**config.mk**
```make
export PLATFORM = sky130hd
export DESIGN_NAME = adc_emulator_flat
export DESIGN_NICKNAME = d
export VERILOG_FILES = /design/src/rtl/adc_if.sv /design/src/rtl/adc_emulator.sv /design/src/flat_wrapper.sv
export SDC_FILE = /design/constraint.sdc
export NUM_CORES = 1
export LEC_CHECK = 0
export CAP_MARGIN = 40
export CORE_MARGIN = 3
export CORE_UTILIZATION = 57
export CTS_CLUSTER_SIZE = 40
export DETAILED_ROUTE_END_ITERATION = 10
export PLACE_DENSITY_LB_ADDON = 0.12
export SLEW_MARGIN = 20
export SYNTH_ARGS = -nofsm -noshare
export SYNTH_HDL_FRONTEND = slang
export SYNTH_SLANG_ARGS = --single-unit
```
**constraint.sdc**
```tcl
create_clock -name clk -period 4.2 [get_ports clk]
set_input_delay 0.42 -clock clk [delete_from_list [all_inputs] [get_ports clk]]
set_output_delay 0.42 -clock clk [all_outputs]
set_load 0.01 [all_outputs]
```
**src/rtl/adc_if.sv**
```systemverilog
// Parallel ADC bus between the driver (master) and the ADC or its emulator (slave).
`timescale 1ns/1ps
interface adc_if;
  logic        convst_A, convst_B, convst_C, convst_D;
  logic        CS, read, STBY, ADCrst;
  logic        Busy;
  logic [15:0] db_out;
  logic        db_oe, conv_overrun, read_err;

  modport master (
    output convst_A, convst_B, convst_C, convst_D, CS, read, STBY, ADCrst,
    input  Busy, db_out, db_oe, conv_overrun, read_err
  );

  modport slave (
    input  convst_A, convst_B, convst_C, convst_D, CS, read, STBY, ADCrst,
    output Busy, db_out, db_oe, conv_overrun, read_err
  );
endinterface

```
**src/rtl/adc_emulator.sv**
```systemverilog
// Stand-in for the parallel ADC: timed Busy per conversion, then eight
// deterministic samples {channel, frame} returned on successive read strobes.
`timescale 1ns/1ps
module adc_emulator #(
  parameter int CONV_CYCLES = 4,
  parameter int NUM_CH      = 8
) (
  input logic  clk,
  input logic  rst,
  adc_if.slave bus
);
  localparam int CW = (CONV_CYCLES > 1) ? $clog2(CONV_CYCLES) : 1;

  typedef enum logic [1:0] {IDLE, CONV, READY} state_e;

  state_e        state_q, state_d;
  logic [CW-1:0] busy_cnt_q, busy_cnt_d;
  logic [3:0]    ptr_q, ptr_d;
  logic [12:0]   frame_q, frame_d, frame_cnt_q, frame_cnt_d;
  logic          conv_q, read_q, rd_act_q;
  logic [15:0]   db_out_q, db_out_d;
  logic          db_oe_q, db_oe_d, ovr_q, ovr_d, rerr_q, rerr_d;

  logic srst, conv_all, start_edge, rd_act, rd_rise, rd_ok, ptr_step;

  assign srst       = rst | bus.ADCrst;
  assign conv_all   = bus.convst_A & bus.convst_B & bus.convst_C & bus.convst_D;
  assign start_edge = conv_all & ~conv_q;
  assign rd_act     = ~bus.CS & ~bus.read;
  assign rd_rise    = rd_act & ~rd_act_q;
  // Standby makes a READY frame look like IDLE to the reader.
  assign rd_ok      = (state_q == READY) && bus.STBY && (ptr_q < 4'(NUM_CH));
  assign ptr_step   = (state_q == READY) && bus.STBY && ~bus.CS && bus.read && ~read_q;

  always_ff @(posedge clk) begin
    if (srst) begin
      state_q     <= IDLE;
      busy_cnt_q  <= '0;
      ptr_q       <= '0;
      frame_q     <= '0;
      frame_cnt_q <= '0;
      conv_q      <= 1'b1;
      read_q      <= 1'b1;
      rd_act_q    <= 1'b0;
      db_out_q    <= '0;
      db_oe_q     <= 1'b0;
      ovr_q       <= 1'b0;
      rerr_q      <= 1'b0;
    end else begin
      state_q     <= state_d;
      busy_cnt_q  <= busy_cnt_d;
      ptr_q       <= ptr_d;
      frame_q     <= frame_d;
      frame_cnt_q <= frame_cnt_d;
      conv_q      <= conv_all;
      read_q      <= bus.read;
      rd_act_q    <= rd_act;
      db_out_q    <= db_out_d;
      db_oe_q     <= db_oe_d;
      ovr_q       <= ovr_d;
      rerr_q      <= rerr_d;
    end
  end

  always_comb begin
    state_d     = state_q;
    busy_cnt_d  = busy_cnt_q;
    ptr_d       = ptr_q;
    frame_d     = frame_q;
    frame_cnt_d = frame_cnt_q;
    case (state_q)
      IDLE, READY: begin
        // A start edge outranks a pointer step in the same cycle.
        if (start_edge && bus.STBY) begin
          state_d    = CONV;
          busy_cnt_d = CW'(CONV_CYCLES - 1);
          ptr_d      = '0;
        end else if (ptr_step && ptr_q < 4'(NUM_CH)) begin
          ptr_d = ptr_q + 4'd1;
        end
      end
      CONV: begin
        if (!bus.STBY) begin
          state_d = IDLE;
        end else if (busy_cnt_q == '0) begin
          state_d     = READY;
          frame_d     = frame_cnt_q;
          frame_cnt_d = frame_cnt_q + 13'd1;
        end else begin
          busy_cnt_d = busy_cnt_q - CW'(1);
        end
      end
      default: state_d = IDLE;
    endcase
  end

  always_comb begin
    ovr_d    = (state_q == CONV) && bus.STBY && start_edge;
    db_oe_d  = rd_act;
    db_out_d = (rd_act && rd_ok) ? {ptr_q[2:0], frame_q} : 16'h0000;
    rerr_d   = rd_rise && !rd_ok;
  end

  assign bus.Busy         = (state_q == CONV);
  assign bus.db_out       = db_out_q;
  assign bus.db_oe        = db_oe_q;
  assign bus.conv_overrun = ovr_q;
  assign bus.read_err     = rerr_q;
endmodule

```
**src/flat_wrapper.sv**
```systemverilog
// flat-port wrapper written by rule: the top's interface ports become plain ports
module adc_emulator_flat 
#(
  parameter int CONV_CYCLES = 4,
  parameter int NUM_CH      = 8
)
  (clk, rst, bus_convst_A, bus_convst_B, bus_convst_C, bus_convst_D, bus_CS, bus_read, bus_STBY, bus_ADCrst, bus_Busy, bus_db_out, bus_db_oe, bus_conv_overrun, bus_read_err);
  adc_if bus_i ();
  input logic clk;
  input logic rst;
  input wire logic [$bits(bus_i.convst_A)-1:0] bus_convst_A;
  input wire logic [$bits(bus_i.convst_B)-1:0] bus_convst_B;
  input wire logic [$bits(bus_i.convst_C)-1:0] bus_convst_C;
  input wire logic [$bits(bus_i.convst_D)-1:0] bus_convst_D;
  input wire logic [$bits(bus_i.CS)-1:0] bus_CS;
  input wire logic [$bits(bus_i.read)-1:0] bus_read;
  input wire logic [$bits(bus_i.STBY)-1:0] bus_STBY;
  input wire logic [$bits(bus_i.ADCrst)-1:0] bus_ADCrst;
  output wire logic [$bits(bus_i.Busy)-1:0] bus_Busy;
  output wire logic [$bits(bus_i.db_out)-1:0] bus_db_out;
  output wire logic [$bits(bus_i.db_oe)-1:0] bus_db_oe;
  output wire logic [$bits(bus_i.conv_overrun)-1:0] bus_conv_overrun;
  output wire logic [$bits(bus_i.read_err)-1:0] bus_read_err;
  assign bus_i.convst_A = bus_convst_A;
  assign bus_i.convst_B = bus_convst_B;
  assign bus_i.convst_C = bus_convst_C;
  assign bus_i.convst_D = bus_convst_D;
  assign bus_i.CS = bus_CS;
  assign bus_i.read = bus_read;
  assign bus_i.STBY = bus_STBY;
  assign bus_i.ADCrst = bus_ADCrst;
  assign bus_Busy = bus_i.Busy;
  assign bus_db_out = bus_i.db_out;
  assign bus_db_oe = bus_i.db_oe;
  assign bus_conv_overrun = bus_i.conv_overrun;
  assign bus_read_err = bus_i.read_err;
  adc_emulator #(.CONV_CYCLES(CONV_CYCLES), .NUM_CH(NUM_CH)) u_core (.clk(clk), .rst(rst), .bus(bus_i));
endmodule
```
==> results of run 1 <==
worst reg2reg max path, stage by stage (launching register included):
cell and delay (ns):
dfxtp_1 0.33, inv_1 0.09, ha_1 0.23, nand4b_2 0.50, or2_0 0.42, or3_1 0.35, a21oi_1 0.14
power by group:
group          total [uW]  leakage [uW]  switching (uW)  internal (uW)
combinational        21.5      0.000315            10.8           10.7
sequential            525      0.000443            1.11            523
clock                 241     0.0000345             158           82.8
total                 787      0.000793             170            617
cells in the mapped netlist (all sizes together), types with 2 or more instances:
cell type,number,share of area (%)
nand2b,2,0.61
nor3,5,1.2
or2,4,1.2
buf,6,1.5
clkbuf,3,0.55
inv,6,1.1
a21oi,16,3.9
a22o,2,0.86
nor3b,2,1.3
nor4,5,1.5
xnor2,7,3.0
ha,3,1.8
dfxtp,55,54
xor2,2,0.86
nand2,34,6.2
nor2b,2,0.61
nor2,16,3.3
nor4b,4,2.4
nand4,5,1.5
o21ai,3,0.73
and2,16,4.9
or3,3,0.92
nand3,3,0.73
state kept, by name, summed over array words and instances, names as in the netlist:
register                 flops
u_core.bus.conv_overrun      1
u_core.busy_cnt_q            2
u_core.bus.read_err          1
u_core.frame_q              13
u_core.bus.db_out           16
u_core.rd_act_q              1
u_core.conv_q                1
u_core.read_q                1
u_core.state_q               2
u_core.frame_cnt_q          13
u_core.ptr_q                 4
area by class of cell:
cell class / count / area, sq um
Sequential cell: 55 / 1100
Fill cell: 244 / 971
Multi-Input combinational cell: 145 / 880
Timing Repair Buffer: 29 / 290
Tap cell: 46 / 57.6
Clock buffer: 6 / 51.3
Inverter: 6 / 22.5
Clock inverter: 2 / 16.3
cells by family (layout without fill, tap and decap cells):
kind of cell | Yosys count | count (layout) | share of synthesized area (%)
and+or+nand+nor | 106 | 106 | 29.2
DFF | 55 | 55 | 53.8
AOI/OAI and AO/OA | 26 | 26 | 7.52
buffers and inverters | 15 | 43 | 3.18
xor gates and xnor gates | 9 | 9 | 3.85
adders and majority gates | 3 | 3 | 1.84
muxes | 1 | 1 | 0.550
placed cells by master (no fill, tap or decap), types with 5 or more instances in the layout:
cell and instances:
dfxtp_1 55, nand2_1 34, clkdlybuf4s50_1 29, and2_1 16
a21oi_1 16, nor2_1 15, xnor2_1 7, inv_1 6
nand4_1 5, nor4_1 5, nor3_1 5, clkbuf_4 5
final timing paths:
kind | from | to | slack (ns) | depth (start not counted)
worst max-delay path | bus_STBY | u_core.frame_cnt_q[12]$_SDFFE_PP0P_ | 2.03 | 5
worst min register to register | u_core.rd_act_q$_SDFF_PP0_ | u_core.bus.read_err$_SDFF_PP0_ | 0.43 | 1
worst min-delay path | u_core.rd_act_q$_SDFF_PP0_ | u_core.bus.read_err$_SDFF_PP0_ | 0.43 | 1
worst max register to register | u_core.busy_cnt_q[0]$_SDFFE_PP0P_ | u_core.frame_cnt_q[12]$_SDFFE_PP0P_ | 2.09 | 6
routing by layer:
metal / global-route usage, % / vias to the layer above / wire length, um
met1: 21.8 / 680 / 1620
met2: 30.4 / 36 / 1560
met3: 4.08 / 8 / 164
met4: 6.99 / 0 / 63
met5: 0 / - / 0
li1: - / 780 / -
per-stage QoR:
| step | std cells | area, sq um | hold WS (ns) | util, % | total power, uW |
|---|---|---|---|---|---|
| final | 289 | 2420 | 0.433 | 71.4 | 787 |
| after global routing | 289 | 2420 | 0.444 | 71.4 | 815 |
| after CTS | 289 | 2420 | 0.435 | 71.4 | 793 |
| after detailed placement | 281 | 2350 | 0.416 | 69.4 | 557 |
| after global placement | 281 | 2350 | 0.406 | 69.4 | 556 |
| after floorplan | 215 | 2050 | 0.430 | - | 545 |
==> impl_metrics.tcl, run 1 <==
set metrics [dict create \
    status "finished clean" \
    synth_area_per_cell_sq_um 9.51 \
    clk_pin_slew_ns 0.14 \
    worstMarginPinSlew_ns 0.640 \
    cts.path.max_buffers 2 \
    cts-root-buf "clkbuf_4" \
    grt_pass1_vias 1428 \
    area_growth_pct 18.2 \
    io_buffers 29 \
    critPathTopFamily "simple AND/OR/NAND/NOR gates" \
    worstPathRequired_ns 4.51 \
    drt-total-wl_um 3410 \
    rows 21 \
    globalplace.congestion 0.775 \
    dieWidth_um 65.9 \
    cts_resized 0 \
    fin_nets 255 \
    antenna_found_initial 0 \
    post_cts_buffers 0 \
    yosysSeqAreaShare_pct 53.8 \
    path_class "in2reg" \
    dr_total_vias 1504 \
    fmax_mhz 461 \
    synth-main-ff-cell "dfxtp_1" \
    drt_iter0_drc 61 \
    fp.dieH_um 65.9 \
    skew_ns 0.00743 \
    cts.sinks 55 \
    wl_per_cell_um 11.8 \
    yosys_register_bits 55 \
    end_kind "flip-flop" \
    worstHoldPathType "reg2reg" \
    yosys_warnings 0 \
    ir_drop_mv 0.219 \
    path_max_fanout 25 \
    slew_headroom_pct 57.3 \
    syn-instance-count 215 \
    insertedDiodeCount 0 \
    finalSetupTns_ns 0 \
    vias_per_cell 5.20 \
    drv_slew 0 \
    core_sq_mm 0.00339 \
    die_area_sq_mm 0.00434 \
    drv_cap 0 \
    cp-start-kind "primary input" \
    p_leak_uw 0.000793 \
    grt_pass1_wl_um 6030 \
    arrival_ns 2.48 \
    cpMaxStageDelayCell "clkdlybuf4s50_1" \
    synth_edf_count 0 \
    cts_tree "done" \
    firstDrtPassIters 4 \
    htree_levels 2 \
    worst-path-buf-inv 1 \
    layout_setup_ws_ns 2.03 \
    synthDistinctLibCells 41 \
    pre_cts_slack_ns 1.67 \
    setup_viol 0 \
    start_util_pct 60.4 \
    io_pins 30 \
    worstPathCellList "clkdlybuf4s50_1 > nand4b_2 > or2_0 > or3_1 > a21oi_1" \
    synthArstFlopShare_pct 0 \
    track_usage_pct 17.9 \
    worstSkewPairLatency_ns 0.37 \
    fin_crit_sh_pct 51.7 \
    grt_max_degree 35 \
    synth_area_sq_mm 0.00205 \
    worst_path_largest_cell_delay_ns 0.62 \
    cts_hold_buf 0 \
    numCtsBuffers 5 \
    grt_overflow_total 0 \
    grt_setup_unrepaired "false" \
    min_period_ns 2.17 \
    drtAntennaViolNets 0 \
    syn-num-nets 228 \
    drc 0 \
    hold_viol 0 \
    drive_gt1_share_pct 6.58 \
    dpl.hpwl_um 2470 \
    power_density_mw_per_mm2 325 \
]
No activity file was read; power rests on OpenSTA's default activity.
==> run 2: changes to the inputs <==
--- a/config.mk
+++ b/config.mk
@@ -7,7 +7,7 @@
 export LEC_CHECK = 0
 export CAP_MARGIN = 40
 export CORE_MARGIN = 3
-export CORE_UTILIZATION = 57
+export CORE_UTILIZATION = 52
 export CTS_CLUSTER_SIZE = 40
 export DETAILED_ROUTE_END_ITERATION = 10
 export PLACE_DENSITY_LB_ADDON = 0.12
==> constraint.sdc (replaced) <==
create_clock -name clk -period 2.02 [get_ports clk]
set_input_delay 0.202 -clock clk [delete_from_list [all_inputs] [get_ports clk]]
set_output_delay 0.202 -clock clk [all_outputs]
set_load 0.01 [all_outputs]
==> run 2 against run 1 <==
- first-iteration DRC count rose by 28%
- clock power rose to 2.5 times the previous value
- highest routed layer unchanged
- final cell count is 2.1% higher
- clock skew is 0.0028 ns higher
- non-clock buffer count increased by 4
- utilization down 4.8 points
- hold slack better by 0.0014 ns
==> impl_metrics.tcl, run 2 (synthesis gave the netlist of run 1 again) <==
set metrics [dict create \
    worstSkewPairLatency_ns 0.31 \
    dr_total_vias 1479 \
    cts.path.max_buffers 2 \
    cts_resized 0 \
    power_density_mw_per_mm2 705 \
    finalSetupTns_ns 0 \
    worst-path-buf-inv 2 \
    regArea_sq_mm 0.00110 \
    worstPathRequired_ns 2.22 \
    die_area_sq_mm 0.00472 \
    p_leak_uw 0.000825 \
    track_usage_pct 16.0 \
    drt-total-wl_um 3470 \
    cpMaxStageDelayCell "nor4_1" \
    cts_tree "done" \
    drt_iter0_drc 78 \
    grt_max_degree 20 \
    critPathTopFamily "simple AND/OR/NAND/NOR gates" \
    skew_ns 0.0102 \
    end_kind "flip-flop" \
    htree_levels 2 \
    drc 0 \
    path_class "reg2reg" \
    nFillCells 311 \
    cts-root-buf "clkbuf_8" \
    cts_hold_buf 0 \
    setup_viol 0 \
    dpl.hpwl_um 2490 \
    cp-start-kind "flip-flop" \
    worstHoldPathType "reg2reg" \
    clk_pin_slew_ns 0.09 \
    firstDrtPassIters 4 \
    io_pins 30 \
    worstMarginPinSlew_ns 0.404 \
    antenna_found_initial 0 \
    wl_per_cell_um 11.7 \
    globalplace.congestion 0.724 \
    path_max_fanout 10 \
    grt_overflow_total 0 \
    power.total_uw 1740 \
    drive_gt1_share_pct 8.10 \
    fp.dieH_um 68.7 \
    top_usage_layer "met2" \
    gr-usage-met3_pct 4.86 \
    grt_pass1_wl_um 5630 \
    multi_input_area_sq_um 880 \
    area_growth_pct 21.0 \
    dieWidth_um 68.7 \
    start_util_pct 55.1 \
    fin_crit_sh_pct 83.7 \
    fin_nets 259 \
    drv_slew 0 \
    arrival_ns 1.89 \
    grt_pass1_vias 1287 \
    worst_path_largest_cell_delay_ns 0.41 \
    rows 22 \
    grtUsageMet2_pct 25.3 \
    io_buffers 29 \
    ir_drop_mv 0.351 \
    vias_per_cell 5.01 \
    hold_viol 0 \
    largest_reg_flops 16 \
    layout_commonest_cell "dfxtp_1" \
    min_period_ns 1.69 \
    slew_headroom_pct 72.9 \
    status "finished clean" \
    final_cell_mix "55 x dfxtp_1, 34 x nand2_1, 29 x clkdlybuf4s50_1" \
    worstPathCellList "inv_1 > ha_1 > nand4b_2 > buf_4 > nor4_1 > xnor2_1 > nor2_1" \
    core_sq_mm 0.00372 \
    grt_setup_unrepaired "false" \
    drv_cap 0 \
    fmax_mhz 592 \
    insertedDiodeCount 0 \
    cts.sinks 55 \
    post_cts_buffers 0 \
    grt_use_met1_pct 21.0 \
    numCtsBuffers 5 \
    drtAntennaViolNets 0 \
    holdWs_ns 0.434 \
]
-- run 2: final cells by class --
class / instances / area share [%]
Clock inverter: 3 / 0.910
Multi-Input combinational cell: 145 / 35.5
Timing Repair Buffer: 33 / 12.9
Sequential cell: 55 / 44.5
Inverter: 6 / 0.910
Clock buffer: 5 / 2.78
Tap cell: 48 / 2.43
-- run 2: power by group --
group / internal [uW] / switching [uW] / total [uW]
Clock: 249 / 360 / 609
Sequential: 1090 / 2.16 / 1090
Combinational: 23.7 / 22.7 / 46.4
Total: 1360 / 384 / 1740
-- run 2: routing by layer --
layer	wire length, um	vias up	part of all wire [%]
met3	109	5	3.1
met4	44	0	1.3
met2	1560	24	45
met5	0	-	0
li1	-	788	-
met1	1750	662	51
-- run 2: final timing paths --
kind                                     start                                  to  slack [ns]  depth (start not counted)
max reg2reg  u_core.busy_cnt_q[0]$_SDFFE_PP0P_  u_core.frame_cnt_q[7]$_SDFFE_PP0P_        0.33                          7
min                 u_core.rd_act_q$_SDFF_PP0_      u_core.bus.read_err$_SDFF_PP0_        0.43                          1
min reg2reg         u_core.rd_act_q$_SDFF_PP0_      u_core.bus.read_err$_SDFF_PP0_        0.43                          1
max          u_core.busy_cnt_q[0]$_SDFFE_PP0P_  u_core.frame_cnt_q[7]$_SDFFE_PP0P_        0.33                          7
-- run 2: per-stage QoR --
step | area [sq um] | util, % | cells | setup WS, ns
3_3_place_gp | 2380 | 64.1 | 287 | 0.161
6_report | 2470 | 66.6 | 295 | 0.330
4_1_cts | 2470 | 66.6 | 295 | 0.332
2_1_floorplan | 2050 | - | 215 | 0.523
5_1_grt | 2470 | 66.6 | 295 | 0.135
3_5_place_dp | 2380 | 64.1 | 287 | 0.114
==> run 3: changes to the inputs <==
--- a/config.mk
+++ b/config.mk
@@ -7,7 +7,7 @@
 export LEC_CHECK = 0
 export CAP_MARGIN = 40
 export CORE_MARGIN = 3
-export CORE_UTILIZATION = 52
+export CORE_UTILIZATION = 47
 export CTS_CLUSTER_SIZE = 40
 export DETAILED_ROUTE_END_ITERATION = 10
 export PLACE_DENSITY_LB_ADDON = 0.12
==> constraint.sdc (replaced) <==
create_clock -name clk -period 1.5 [get_ports clk]
set_input_delay 0.15 -clock clk [delete_from_list [all_inputs] [get_ports clk]]
set_output_delay 0.15 -clock clk [all_outputs]
set_load 0.01 [all_outputs]
==> run 3 against run 2 <==
- critical path depth down 2
- flip-flop and latch count unchanged
- critical endpoint is now u_core.ptr_q[2]$_SDFFE_PP0P_
- clock power up 32%
- clock skew down 0.0060 ns
- sequential share of layout area down 5.2 points
- largest power group unchanged
- combinational power up 67%
- highest routed layer unchanged
- non-clock buffer count up 31
- wire length up 16%
- largest cell class unchanged
==> impl_metrics.tcl, run 3 (synthesis gave the netlist of run 1 again) <==
set metrics [dict create \
    cp-start-kind "primary input" \
    p_leak_uw 0.00104 \
    vias_per_cell 5.03 \
    cts.path.max_buffers 2 \
    die_area_sq_mm 0.00518 \
    drt-total-wl_um 4030 \
    power_density_mw_per_mm2 830 \
    end_kind "flip-flop" \
    min_period_ns 1.48 \
    cts_tree "done" \
    fin_crit_sh_pct 98.5 \
    path_class "in2reg" \
    arrival_ns 1.73 \
    drive_gt1_share_pct 23.4 \
    final_cell_mix "50 x dfxtp_1, 34 x nand2_1, 33 x buf_4" \
    grt_pass1_wl_um 6420 \
    drt_iter0_drc 92 \
    seqPwrFrac_pct 62.4 \
    clk_pin_slew_ns 0.10 \
    rows 23 \
    setup_viol 0 \
    final_core_util_pct 69.2 \
    hold_viol 0 \
    r2r_start "u_core.state_q[1]$_SDFFE_PP0P_" \
    drv_slew 0 \
    r2r-end "u_core.ptr_q[2]$_SDFFE_PP0P_" \
    antenna_found_initial 0 \
    swShare_pct 21.6 \
    track_usage_pct 15.5 \
    drtAntennaViolNets 0 \
    core_sq_mm 0.00409 \
    start_util_pct 50.1 \
    area_growth_pct 38.2 \
    io_buffers 29 \
    path_max_fanout 5 \
    cts-root-buf "clkbuf_8" \
    skew_ns 0.00424 \
    grt_pass1_vias 1434 \
    power.internal_uw 1840 \
    status "finished clean" \
    largest_reg_flops 16 \
    globalplace.congestion 0.769 \
    fin_nets 290 \
    dpl.hpwl_um 2730 \
    numCtsBuffers 5 \
    rr_worst_depth 5 \
    layout_setup_ws_ns 0.0218 \
    drv_cap 0 \
    finalSetupTns_ns 0 \
    grt_max_degree 19 \
    insertedDiodeCount 0 \
    layout_commonest_cell "dfxtp_1" \
    p_comb_share_pct 3.3 \
    critPathCapture "u_core.ptr_q[2]$_SDFFE_PP0P_" \
    wl_per_cell_um 12.3 \
    p_switching_uw 506 \
    cts.sinks 55 \
    grt_overflow_total 0 \
    dieWidth_um 72.0 \
    htree_levels 2 \
    cts_hold_buf 0 \
    ir_drop_mv 0.659 \
    fmax_mhz 677 \
    worstPathRequired_ns 1.76 \
    clkPwrFrac_pct 34.3 \
    worstHoldPathType "reg2reg" \
    worstSkewPairLatency_ns 0.30 \
    firstDrtPassIters 4 \
    rrSetupSlack_ns 0.03 \
    fp.dieH_um 72.0 \
    io_pins 30 \
    drc 0 \
    setup.worst_path.start "bus_STBY" \
    grt_setup_unrepaired "true" \
    power.total_uw 2350 \
    pre_cts_slack_ns -0.265 \
    dr_total_vias 1651 \
    slew_headroom_pct 76.2 \
    worstMarginPinSlew_ns 0.352 \
]
-- run 3: layout make-up --
cell class	count	area, sq um
inverter	6	22.5
multi-input combinational	145	983
sequential	55	1110
fill	337	1260
clock buffer	6	72.6
timing repair buffer	64	559
clock inverter	2	16.3
tap	50	62.6
-- run 3: worst min-delay path by stage --
stage | slack [ns] | cells after the start | start | to
2_1_floorplan | 0.25 | 2 | rst | u_core.conv_q$_SDFF_PP1_
3_3_place_gp | 0.40 | 1 | u_core.rd_act_q$_SDFF_PP0_ | u_core.bus.read_err$_SDFF_PP0_
3_5_place_dp | 0.42 | 1 | u_core.rd_act_q$_SDFF_PP0_ | u_core.bus.read_err$_SDFF_PP0_
4_1_cts | 0.43 | 1 | u_core.rd_act_q$_SDFF_PP0_ | u_core.bus.read_err$_SDFF_PP0_
5_1_grt | 0.46 | 1 | u_core.rd_act_q$_SDFF_PP0_ | u_core.bus.read_err$_SDFF_PP0_
6_report | 0.42 | 1 | u_core.rd_act_q$_SDFF_PP0_ | u_core.bus.read_err$_SDFF_PP0_
-- run 3: worst max-delay path, stage by stage --
cell and delay, ns:
clkdlybuf4s50_1 0.60, nand4bb_4 0.15, nor4b_4 0.35, nor4b_1 0.32, a221o_1 0.15
-- run 3: power by group through the flow --
stage               logic (uW)  clock network, uW  registers [uW]
floorplan                 25.1                  0            1500
global placement          75.7                  0            1500
detailed placement        75.9                  0            1500
CTS                       76.4                828            1470
global route              84.1                885            1470
finish                    77.7                805            1460
-- run 3: timing repair --
item	in CTS	in global routing
pin swaps	0	6
buffers inserted	0	1
setup endpoints to repair	7	21
gates resized for setup	5	22
-- run 3: stage by stage --
stage | instances | hold WS, ns | cell area, sq um
final | 328 | 0.425 | 2830
after global routing | 328 | 0.458 | 2830
after CTS | 327 | 0.427 | 2710
after detailed placement | 319 | 0.417 | 2610
after global placement | 319 | 0.400 | 2610
after floorplan | 215 | 0.247 | 2050
-- run 3: metal layers --
layer	GRT usage, %	up-vias	part of all wire (%)
met5	0	-	0
met3	3.74	8	3.3
met4	3.76	0	1.0
li1	-	850	-
met1	22.2	760	48
met2	23.7	33	47
